[config.mk]
export PLATFORM = sky130hd
export DESIGN_NAME = breadboard_sweeper
export DESIGN_NICKNAME = d
export VERILOG_FILES = /design/src/rtl/breadboard_sweeper.sv
export SDC_FILE = /design/constraint.sdc
export NUM_CORES = 1
export LEC_CHECK = 0
export CAP_MARGIN = 25
export CORE_MARGIN = 4
export CORE_UTILIZATION = 54
export DETAILED_ROUTE_END_ITERATION = 16
export PLACE_DENSITY = 0.79
export SYNTH_ARGS = -nofsm -noshare
export SYNTH_HDL_FRONTEND = slang
export SYNTH_SLANG_ARGS = --single-unit
[constraint.sdc]
create_clock -name clk -period 3.3 [get_ports clk]
set_input_delay 0.66 -clock clk [delete_from_list [all_inputs] [get_ports clk]]
set_output_delay 0.66 -clock clk [all_outputs]
set_load 0.005 [all_outputs]
[src/rtl/breadboard_sweeper.sv]
// Sweeps all 16 {w,x,y,z} vectors into the breadboard logic, captures each response
// and streams the table out. Optional response signature: define SWEEP_SIGNATURE_EN.
module breadboard_sweeper #(
  parameter int unsigned SETTLE_CYCLES = 2
) (
  input  logic        clk,
  input  logic        rst_n,
  input  logic        i_start,
  output logic        o_busy,
  output logic        o_done,
  output logic [3:0]  o_vec_out,
  input  logic [9:0]  i_resp_in,
  output logic        o_rd_valid,
  input  logic        i_rd_ready,
  output logic [3:0]  o_rd_row,
  output logic [9:0]  o_rd_data,
  output logic [15:0] o_sig_out
);

  localparam logic [7:0] LP_RELOAD = 8'(SETTLE_CYCLES - 1);

  typedef enum logic [2:0] {
    StIdle,
    StSettle,
    StCapture,
    StStream,
    StDone
  } state_t;

  state_t      r_state, w_state_nxt;
  logic [3:0]  r_row, w_row_nxt;
  logic [7:0]  r_cnt, w_cnt_nxt;
  logic [9:0]  r_table [16];
  logic        w_capture;

  always_ff @(posedge clk or negedge rst_n) begin
    if (!rst_n) begin
      r_state <= StIdle;
      r_row   <= '0;
      r_cnt   <= '0;
    end else begin
      r_state <= w_state_nxt;
      r_row   <= w_row_nxt;
      r_cnt   <= w_cnt_nxt;
    end
  end

  // Table contents are don't-care after reset, so no reset on the storage.
  always_ff @(posedge clk) begin
    if (w_capture) begin
      r_table[r_row] <= i_resp_in;
    end
  end

  always_comb begin
    w_state_nxt = r_state;
    w_row_nxt   = r_row;
    w_cnt_nxt   = r_cnt;
    w_capture   = 1'b0;
    o_busy      = (r_state != StIdle);
    o_done      = 1'b0;
    o_vec_out   = '0;
    o_rd_valid  = 1'b0;
    o_rd_row    = '0;
    o_rd_data   = '0;
    unique case (r_state)
      StIdle: begin
        if (i_start) begin
          w_state_nxt = StSettle;
          w_row_nxt   = '0;
          w_cnt_nxt   = LP_RELOAD;
        end
      end
      StSettle: begin
        o_vec_out = r_row;
        if (r_cnt == '0) begin
          w_state_nxt = StCapture;
        end else begin
          w_cnt_nxt = r_cnt - 8'd1;
        end
      end
      StCapture: begin
        o_vec_out = r_row;
        w_capture = 1'b1;
        if (r_row == 4'd15) begin
          w_state_nxt = StStream;
          w_row_nxt   = '0;
        end else begin
          w_state_nxt = StSettle;
          w_row_nxt   = r_row + 4'd1;
          w_cnt_nxt   = LP_RELOAD;
        end
      end
      StStream: begin
        o_rd_valid = 1'b1;
        o_rd_row   = r_row;
        o_rd_data  = r_table[r_row];
        if (i_rd_ready) begin
          w_row_nxt = r_row + 4'd1;
          if (r_row == 4'd15) begin
            w_state_nxt = StDone;
          end
        end
      end
      StDone: begin
        o_done      = 1'b1;
        w_state_nxt = StIdle;
      end
      default: begin
        w_state_nxt = StIdle;
      end
    endcase
  end

`ifdef SWEEP_SIGNATURE_EN
  logic [15:0] r_sig;

  always_ff @(posedge clk or negedge rst_n) begin
    if (!rst_n) begin
      r_sig <= '0;
    end else if ((r_state == StIdle) && i_start) begin
      r_sig <= '0;
    end else if (w_capture) begin
      r_sig <= {r_sig[14:0], r_sig[15]} ^ {6'b0, i_resp_in};
    end
  end

  assign o_sig_out = r_sig;
`else
  assign o_sig_out = 16'h0000;
`endif

endmodule

* After elaboration in Yosys (flattened, before gate mapping)
Memory sizes are Yosys's and may differ from the RTL's.
Cells that the tools add are included.
Widths: inputs -> output; s select.
** Operators by class
- Bitwise logic cells :: 0
- Shift-type cells :: 0
- Eq/ne operators :: 11
- Muxes and demuxes :: 22
- Divide/modulo/power cells :: 0
- Add/sub/neg operators :: 2
- Reductions and logical operators :: 9
- $lt $le $gt $ge :: 0
- $mul :: 0
** Operators with widths (number)
- $mux 8 :: 3
- $pmux 8 s3 :: 1
- $mux 4 :: 5
- $mux 3 :: 4
- $ne 2x2->1 const B :: 6
- $pmux 3 s4 :: 1
- $pmux 4 s3 :: 1
- $mux 10 :: 1
- $reduce_bool 3->1 :: 3
- $logic_not 8->1 :: 1
- $reduce_and 4->1 :: 2
- $sub 8x1->8 const B :: 1
- $eq 3x2->1 const B :: 2
- $mux 1 :: 5
- $add 4x1->4 const B :: 1
- $eq 4x4->1 const B :: 1
- $eq 3x1->1 const B :: 1
- $eq 3x3->1 const B :: 1
- $logic_not 3->1 :: 1
- $reduce_and 3->1 :: 1
- $mux 2 :: 1
- $reduce_or 2->1 :: 1
** Storage, ports and cells
- Input port bits :: 14
- Memories :: 1
- Memory bits (writable) :: 160
- Output and inout port bits :: 37
- Word-level logic and storage cells :: 48
- Bits in latches :: 0
- Memory bits (read-only) :: 0
- Flip-flop bits (word level) :: 15
** Memory list
- r_table :: depth 16, bits a word 10, read ports 1, clocked after memory_dff 0, write ports 1, line 33 : logic [9:0] r_table [16];

* Logic depth before layout (Yosys ltp)
Gate-level depths: netlist of the first run.
- Depth in word-level cells :: 4
- Mapped depth :: 8

* Worst setup path after synthesis of the first run
Ideal clock, no wire load.
- Kind :: register to register
- Start point :: register r_row[0]
- End point :: memory r_table[2][0] (enable)
- Path slack :: 0.771 ns
- Path buffers :: 4
- Arrival time :: 2.139 ns
- Setup time :: 0.390 ns
- Stages on the path, launching flop included :: 9
- Required time :: 2.910 ns
- Cells stage by stage :: dfrtp_1 > buf_4 > buf_6 > buf_6 > buf_6 > inv_1 > ha_1 > nand3_1 > nor3_1
** RTL lines
- start: declaration :: line 31 : logic [3:0] r_row, w_row_nxt;
- start signal: assignment :: line 43 : r_row <= w_row_nxt;
- end: declaration :: line 33
Straight into the memory's write port.

* Worst setup path after layout of the first run
- Start point :: register r_row[0]
- End point :: output o_rd_data[9]
** Between the ends
- Word-level cells in the longest chain between the ends :: 2
** Ends and longest elaborated chain
- $mem_v2 16x10
- $mux 10 :: line 66 : unique case (r_state)
- end: declaration :: line 16 : output logic [9:0] o_rd_data,
Every way passes these cells.

==> results.py, run 1 <==
metrics = {
    "synthesis": {
        "synthCells": 487,
        "synth_warnings": 0,
        "yosysUniqueCellTypes": 45,
        "avgSynthCellArea_um2": 15.3,
        "ys_seq_elements": 175,
        "yosysSeqAreaShare_pct": 69.4,
        "synth_enable_flop_cells": 160,
        "async_reset_ff_share_pct": 8.57,
        "syn-cell-area_um2": 7460,
        "ys.flop_type": "edfxtp_1",
    },
    "sta": {
        "clock_skew_ns": 0.00555,
        "rsz0062_at_grt": "yes",
        "slew_headroom_pct": 51.5,
        "finalSetupViolCount": 1,
        "hold_violations": 0,
        "hold_slack_ns": 0.490,
        "tightestPinTransition_ns": 0.725,
        "fin_ws_ns": -0.0180,
        "drv_slew": 0,
        "fmax_mhz": 301,
        "timing.final.crit_share_pct": 101,
        "period_minus_slack_ns": 3.32,
        "setup_tns_ns": -0.0180,
    },
    "final_layout": {
        "finalInstanceArea_um2": 8950,
        "layout_commonest_cell": "edfxtp_1",
        "diodes": 0,
        "final_cell_mix": "edfxtp_1 (160), buf_4 (46), nor2_1 (31)",
        "fin_util_pct": 66.8,
        "layout.nets": 581,
        "drive_above_1_share_pct": 21.3,
        "area_delta_synth_final_pct": 19.9,
    },
    "power": {
        "irDropWorstVdd_v": 0.000439,
        "cellLeakagePower_nw": 3.11,
        "power_mw": 7.14,
        "p_per_area_nw_per_um2": 797,
    },
    "drt": {
        "dr.pass1.iters": 5,
        "wl_per_cell_um": 22.0,
        "wl_um": 16500,
        "num_vias": 4472,
        "route.detailed.drc": 0,
        "drt_iter0_drc": 427,
        "avgViaCountPerCell": 5.96,
        "ant_nets": 0,
    },
    "floorplanning": {
        "die_x_um": 126,
        "initial_core_util_pct": 55.7,
        "placementRows": 42,
        "coreArea_um2": 13400,
        "dieArea_um2": 15800,
        "io_pins": 51,
        "die_h_um": 126,
    },
    "grt": {
        "grt_pass1_vias": 4577,
        "grtUsageMet3_pct": 4.78,
        "grt_use_met2_pct": 35.4,
        "use_met1_pct": 28.3,
        "antenna_found_initial": 0,
        "top_usage_layer": "met2",
        "grt_first_pass_wirelength_um": 25700,
        "grt_overflow_total": 0,
        "globalRouteTotalUtil_pct": 21.8,
        "grt_max_degree": 23,
    },
    "clock_network": {
        "cts_sinks": 175,
        "clk_pin_slew_ns": 0.06,
        "htree_levels": 4,
        "clock_latency_ns": 0.42,
        "root_buffer": "clkbuf_16",
        "cts_hold_buffers": 0,
        "cts_buffer_depth": 2,
        "cts_made_buffers": 17,
        "tritoncts": "done",
    },
    "hold_path": {
        "holdCritPathClass": "reg2reg",
    },
    "critical_path": {
        "crit_path_end_kind": "output port",
        "crit_type": "reg2out",
        "cp.arrival_ns": 2.66,
        "start_kind": "flip-flop",
        "cp.required_ns": 2.64,
        "worst-path-max-fanout": 5,
    },
    "place": {
        "numPortBuffers": 34,
        "dp_hpwl_um": 10200,
        "place_congestion": 0.809,
        "placed_area_um2": 8160,
    },
    "outcome": {
        "failed_checks": "setup timing",
        "outcome": "complete, but fails checks",
    },
    "run": {
        "maxCapViolCount": 0,
    },
}
==> layout make-up <==
type                    count  area, um2
well taps                 176        220
inverters                   7       26.3
flip-flops and latches    175       5180
multi-input cells         274       2120
repair buffers             86        816
fillers                   897       4450
clock buffers              19        433
clock inverters            13        145
==> routing by layer <==
layer  routed length [um]  vias to the layer above
met5                    0                        -
met4                  436                        0
met3                 1260                       37
met2                 8210                      216
met1                 6560                     2222
li1                     -                     1997
==> cell families (layout without fill, tap and decap cells) <==
family | after synthesis | count (layout) | share of synthesized area, %
AOI/OAI and AO/OA | 94 | 94 | 8.92
and+or+nand+nor | 112 | 112 | 8.03
xor gates and xnor gates | 2 | 2 | 0.235
adders and majority gates | 6 | 6 | 1.01
DFF | 175 | 175 | 69.4
other | 1 | 16 | 0.0502
muxes | 44 | 44 | 8.11
buffers and inverters | 53 | 125 | 4.26
==> cell usage after synthesis, types with 7 or more instances <==
cell,n,area share (%)
a2111oi_0,9,1.1
nand3_1,8,0.54
edfxtp_1,160,64
inv_1,7,0.35
a21oi_1,26,1.7
nand2_1,9,0.45
nor3_1,10,0.67
nor2_1,32,1.6
mux2i_1,29,3.9
nor2b_1,29,2.4
a211oi_1,28,2.8
mux4_2,13,3.9
buf_4,20,2.0
o21ai_0,9,0.60
clkbuf_1,12,0.60
a31o_2,9,1.1
dfrtp_1,15,5.0
==> power breakdown <==
group | total (mW) | internal (mW) | switching [mW]
Combinational | 2.54 | 1.19 | 1.35
Clock | 1.97 | 1.18 | 0.788
Sequential | 2.63 | 2.55 | 0.0771
Total | 7.14 | 4.92 | 2.21
==> critical path: stages (launching register included) <==
cell and delay (ns):
dfrtp_4 0.49, buf_12 0.16, buf_12 0.13, mux4_2 0.32
nor2_1 0.07, a2111oi_2 0.36, a31o_2 0.19, clkdlybuf4s50_1 0.51
==> timing repair <==
action | CTS | global route
buffers inserted | 6 | 0
endpoints found under the hold margin | 0 | 0
setup endpoints to repair | 9 | 5
pin swaps | 3 | 1
gates resized for setup | 26 | 11
cloned | 1 | 0
==> flip-flops by register name, indices dropped and copies added, names as in the netlist <==
signal	cells
r_cnt	8
r_row	4
r_state	3
r_table	160
==> final timing paths <==
check                           startpoint            end  slack (ns)  depth (start not counted)
worst max-delay path              r_row[0]   o_rd_data[9]       -0.02                          7
worst min-delay path              r_cnt[7]       r_cnt[7]        0.49                          1
worst max register to register    r_row[0]  r_table[0][3]        1.08                          7
worst min register to register    r_cnt[7]       r_cnt[7]        0.49                          1
max in group asynchronous            rst_n       r_row[0]        2.09                          1
min in group asynchronous            rst_n       r_cnt[5]        0.67                          1
==> per-stage QoR <==
step                cells  setup WS (ns)
finish                750        -0.0180
CTS                   750        0.00479
detailed placement    711        -0.0223
global placement      711          0.136
global route          750        -0.0526
floorplan             502          0.771
Power figures use the tool's default switching activity.
==> run 2: changes to the inputs <==
--- a/config.mk
+++ b/config.mk
@@ -10,6 +10,7 @@
 export CORE_UTILIZATION = 54
 export DETAILED_ROUTE_END_ITERATION = 16
 export PLACE_DENSITY = 0.79
+export SLEW_MARGIN = 20
 export SYNTH_ARGS = -nofsm -noshare
 export SYNTH_HDL_FRONTEND = slang
 export SYNTH_SLANG_ARGS = --single-unit
==> results of run 2 <==
Same layout as run 1: the final DEF is identical, and so are final timing and power.
==> run 3: changes to the inputs <==
--- a/config.mk
+++ b/config.mk
@@ -5,11 +5,14 @@
 export SDC_FILE = /design/constraint.sdc
 export NUM_CORES = 1
 export LEC_CHECK = 0
+export ABC_CLOCK_PERIOD_IN_PS = 3300
 export CAP_MARGIN = 25
 export CORE_MARGIN = 4
 export CORE_UTILIZATION = 54
 export DETAILED_ROUTE_END_ITERATION = 16
+export HOLD_SLACK_MARGIN = 0.08
 export PLACE_DENSITY = 0.79
+export SETUP_SLACK_MARGIN = 0.3
 export SLEW_MARGIN = 20
 export SYNTH_ARGS = -nofsm -noshare
 export SYNTH_HDL_FRONTEND = slang
==> results.py, run 3 (same netlist as run 1, synthesis figures left out) <==
metrics = {
    "sta": {
        "hold_violations": 0,
        "slew_headroom_pct": 51.6,
        "clock_skew_ns": 0.00745,
        "fmax_mhz": 328,
        "timing.final.crit_share_pct": 92.5,
        "tightestPinTransition_ns": 0.724,
        "setup_tns_ns": 0,
        "finalSetupViolCount": 0,
        "drv_slew": 0,
        "period_minus_slack_ns": 3.05,
        "rsz0062_at_grt": "yes",
        "hold_slack_ns": 0.495,
    },
    "place": {
        "place_congestion": 0.809,
        "dp_hpwl_um": 10200,
        "placed_area_um2": 8160,
        "dp.cells": 711,
        "numPortBuffers": 34,
    },
    "final_layout": {
        "drive_above_1_share_pct": 26.3,
        "largestRegisters": "r_table: 160 flops, r_cnt: 8 flops, r_row: 4 flops",
        "layout_commonest_cell": "edfxtp_1",
        "final_cell_mix": "edfxtp_1 (160), buf_4 (43), mux2i_1 (27)",
        "area_delta_synth_final_pct": 22.4,
        "n_fill_cell": 860,
        "diodes": 0,
        "layout.nets": 582,
        "finalInstanceArea_um2": 9140,
        "largest_reg_flops": 160,
        "regMostFlops": "r_table",
        "fin_cells": 751,
    },
    "drt": {
        "dr.pass1.iters": 5,
        "avgViaCountPerCell": 5.97,
        "wl_um": 17000,
        "num_vias": 4485,
        "ant_nets": 0,
        "route.detailed.drc": 0,
        "drt_iter0_drc": 471,
        "wl_per_cell_um": 22.7,
    },
    "critical_path": {
        "cp.arrival_ns": 2.39,
        "worst-path-max-fanout": 22,
        "crit_path_end_kind": "output port",
        "cp.required_ns": 2.64,
        "start_kind": "flip-flop",
        "crit_type": "reg2out",
    },
    "power": {
        "combPwrFrac_pct": 37.6,
        "seqPwrFrac_pct": 35.7,
        "irDropWorstVdd_v": 0.000447,
        "power_mw": 7.37,
        "pwr-share-clk_pct": 26.7,
        "power.internal_mw": 5.01,
        "cellLeakagePower_nw": 3.11,
        "p_switching_mw": 2.36,
        "p_per_area_nw_per_um2": 807,
        "swShare_pct": 32.0,
    },
    "grt": {
        "use_met1_pct": 28.1,
        "grt_overflow_total": 0,
        "grt_first_pass_wirelength_um": 26200,
        "top_usage_layer": "met2",
        "grt_use_met2_pct": 37.0,
        "grt_max_degree": 23,
        "antenna_found_initial": 0,
        "globalRouteTotalUtil_pct": 22.3,
        "grtUsageMet3_pct": 4.95,
        "grt_pass1_vias": 4684,
    },
    "clock_network": {
        "cts_sinks": 175,
        "clk_pin_slew_ns": 0.06,
        "tritoncts": "done",
        "cts_buffer_depth": 2,
        "root_buffer": "clkbuf_16",
        "clock_latency_ns": 0.42,
        "cts_made_buffers": 17,
        "cts_hold_buffers": 0,
        "htree_levels": 4,
    },
    "run": {
        "maxCapViolCount": 0,
    },
    "floorplanning": {
        "io_pins": 51,
        "placementRows": 42,
        "die_h_um": 126,
        "die_x_um": 126,
        "coreArea_um2": 13400,
        "initial_core_util_pct": 55.7,
        "dieArea_um2": 15800,
    },
    "outcome": {
        "outcome": "finished, final reports clean",
    },
    "hold_path": {
        "holdCritPathClass": "reg2reg",
    },
}
[run 3: metal layers]
| layer | wire length [um] | vias up |
|---|---|---|
| li1 | - | 1997 |
| met1 | 6850 | 2269 |
| met2 | 8750 | 193 |
| met3 | 1080 | 26 |
| met4 | 344 | 0 |
| met5 | 0 | - |
[run 3: area by class of cell]
type	instances	area, um2	share of cell area (%)
clock buffer	19	433	4.74
clock inverter	13	145	1.59
inverter	7	26.3	0.288
multi-input combinational	274	2310	25.3
sequential	175	5180	56.8
tap	176	220	2.41
timing repair buffer	87	817	8.94
[run 3: repair_timing]
action | in CTS | in global routing
pin swaps | 12 | 10
gates cloned | 1 | 0
gates resized for setup | 71 | 32
setup endpoints to repair | 11 | 10
buffers inserted | 6 | 1
hold endpoints to repair | 0 | 0
[run 3: final timing paths]
path,slack [ns],depth (start not counted),start,to
max in group asynchronous,2.09,1,rst_n,r_row[0]
max,0.25,7,r_row[0],o_rd_data[9]
min reg2reg,0.50,1,r_cnt[7],r_cnt[7]
min in group asynchronous,0.67,1,rst_n,r_state[2]
min,0.50,1,r_cnt[7],r_cnt[7]
max reg2reg,1.11,7,r_row[0],r_table[14][3]
[run 3: stage by stage]
stage | utilization (%) | worst slack, ns
after floorplan | - | 0.771
after global placement | 60.9 | 0.136
after detailed placement | 60.9 | -0.0223
after CTS | 67.2 | 0.245
after global routing | 68.2 | 0.207
final | 68.2 | 0.248
[run 3: worst max-delay path: stages, from the launching register on]
cell and delay (ns):
dfrtp_4 0.51, buf_12 0.16, buf_16 0.18, nor2b_1 0.25
a211oi_1 0.12, a2111oi_4 0.37, a31o_2 0.18, clkdlybuf4s15_1 0.21
[run 3: power by group through the flow]
stage	clock network [mW]	logic (mW)	registers (mW)
floorplan	0	1.48	2.64
global placement	0	2.13	2.71
detailed placement	0	2.20	2.72
CTS	1.98	2.60	2.63
global route	2.10	2.98	2.65
finish	1.97	2.77	2.63
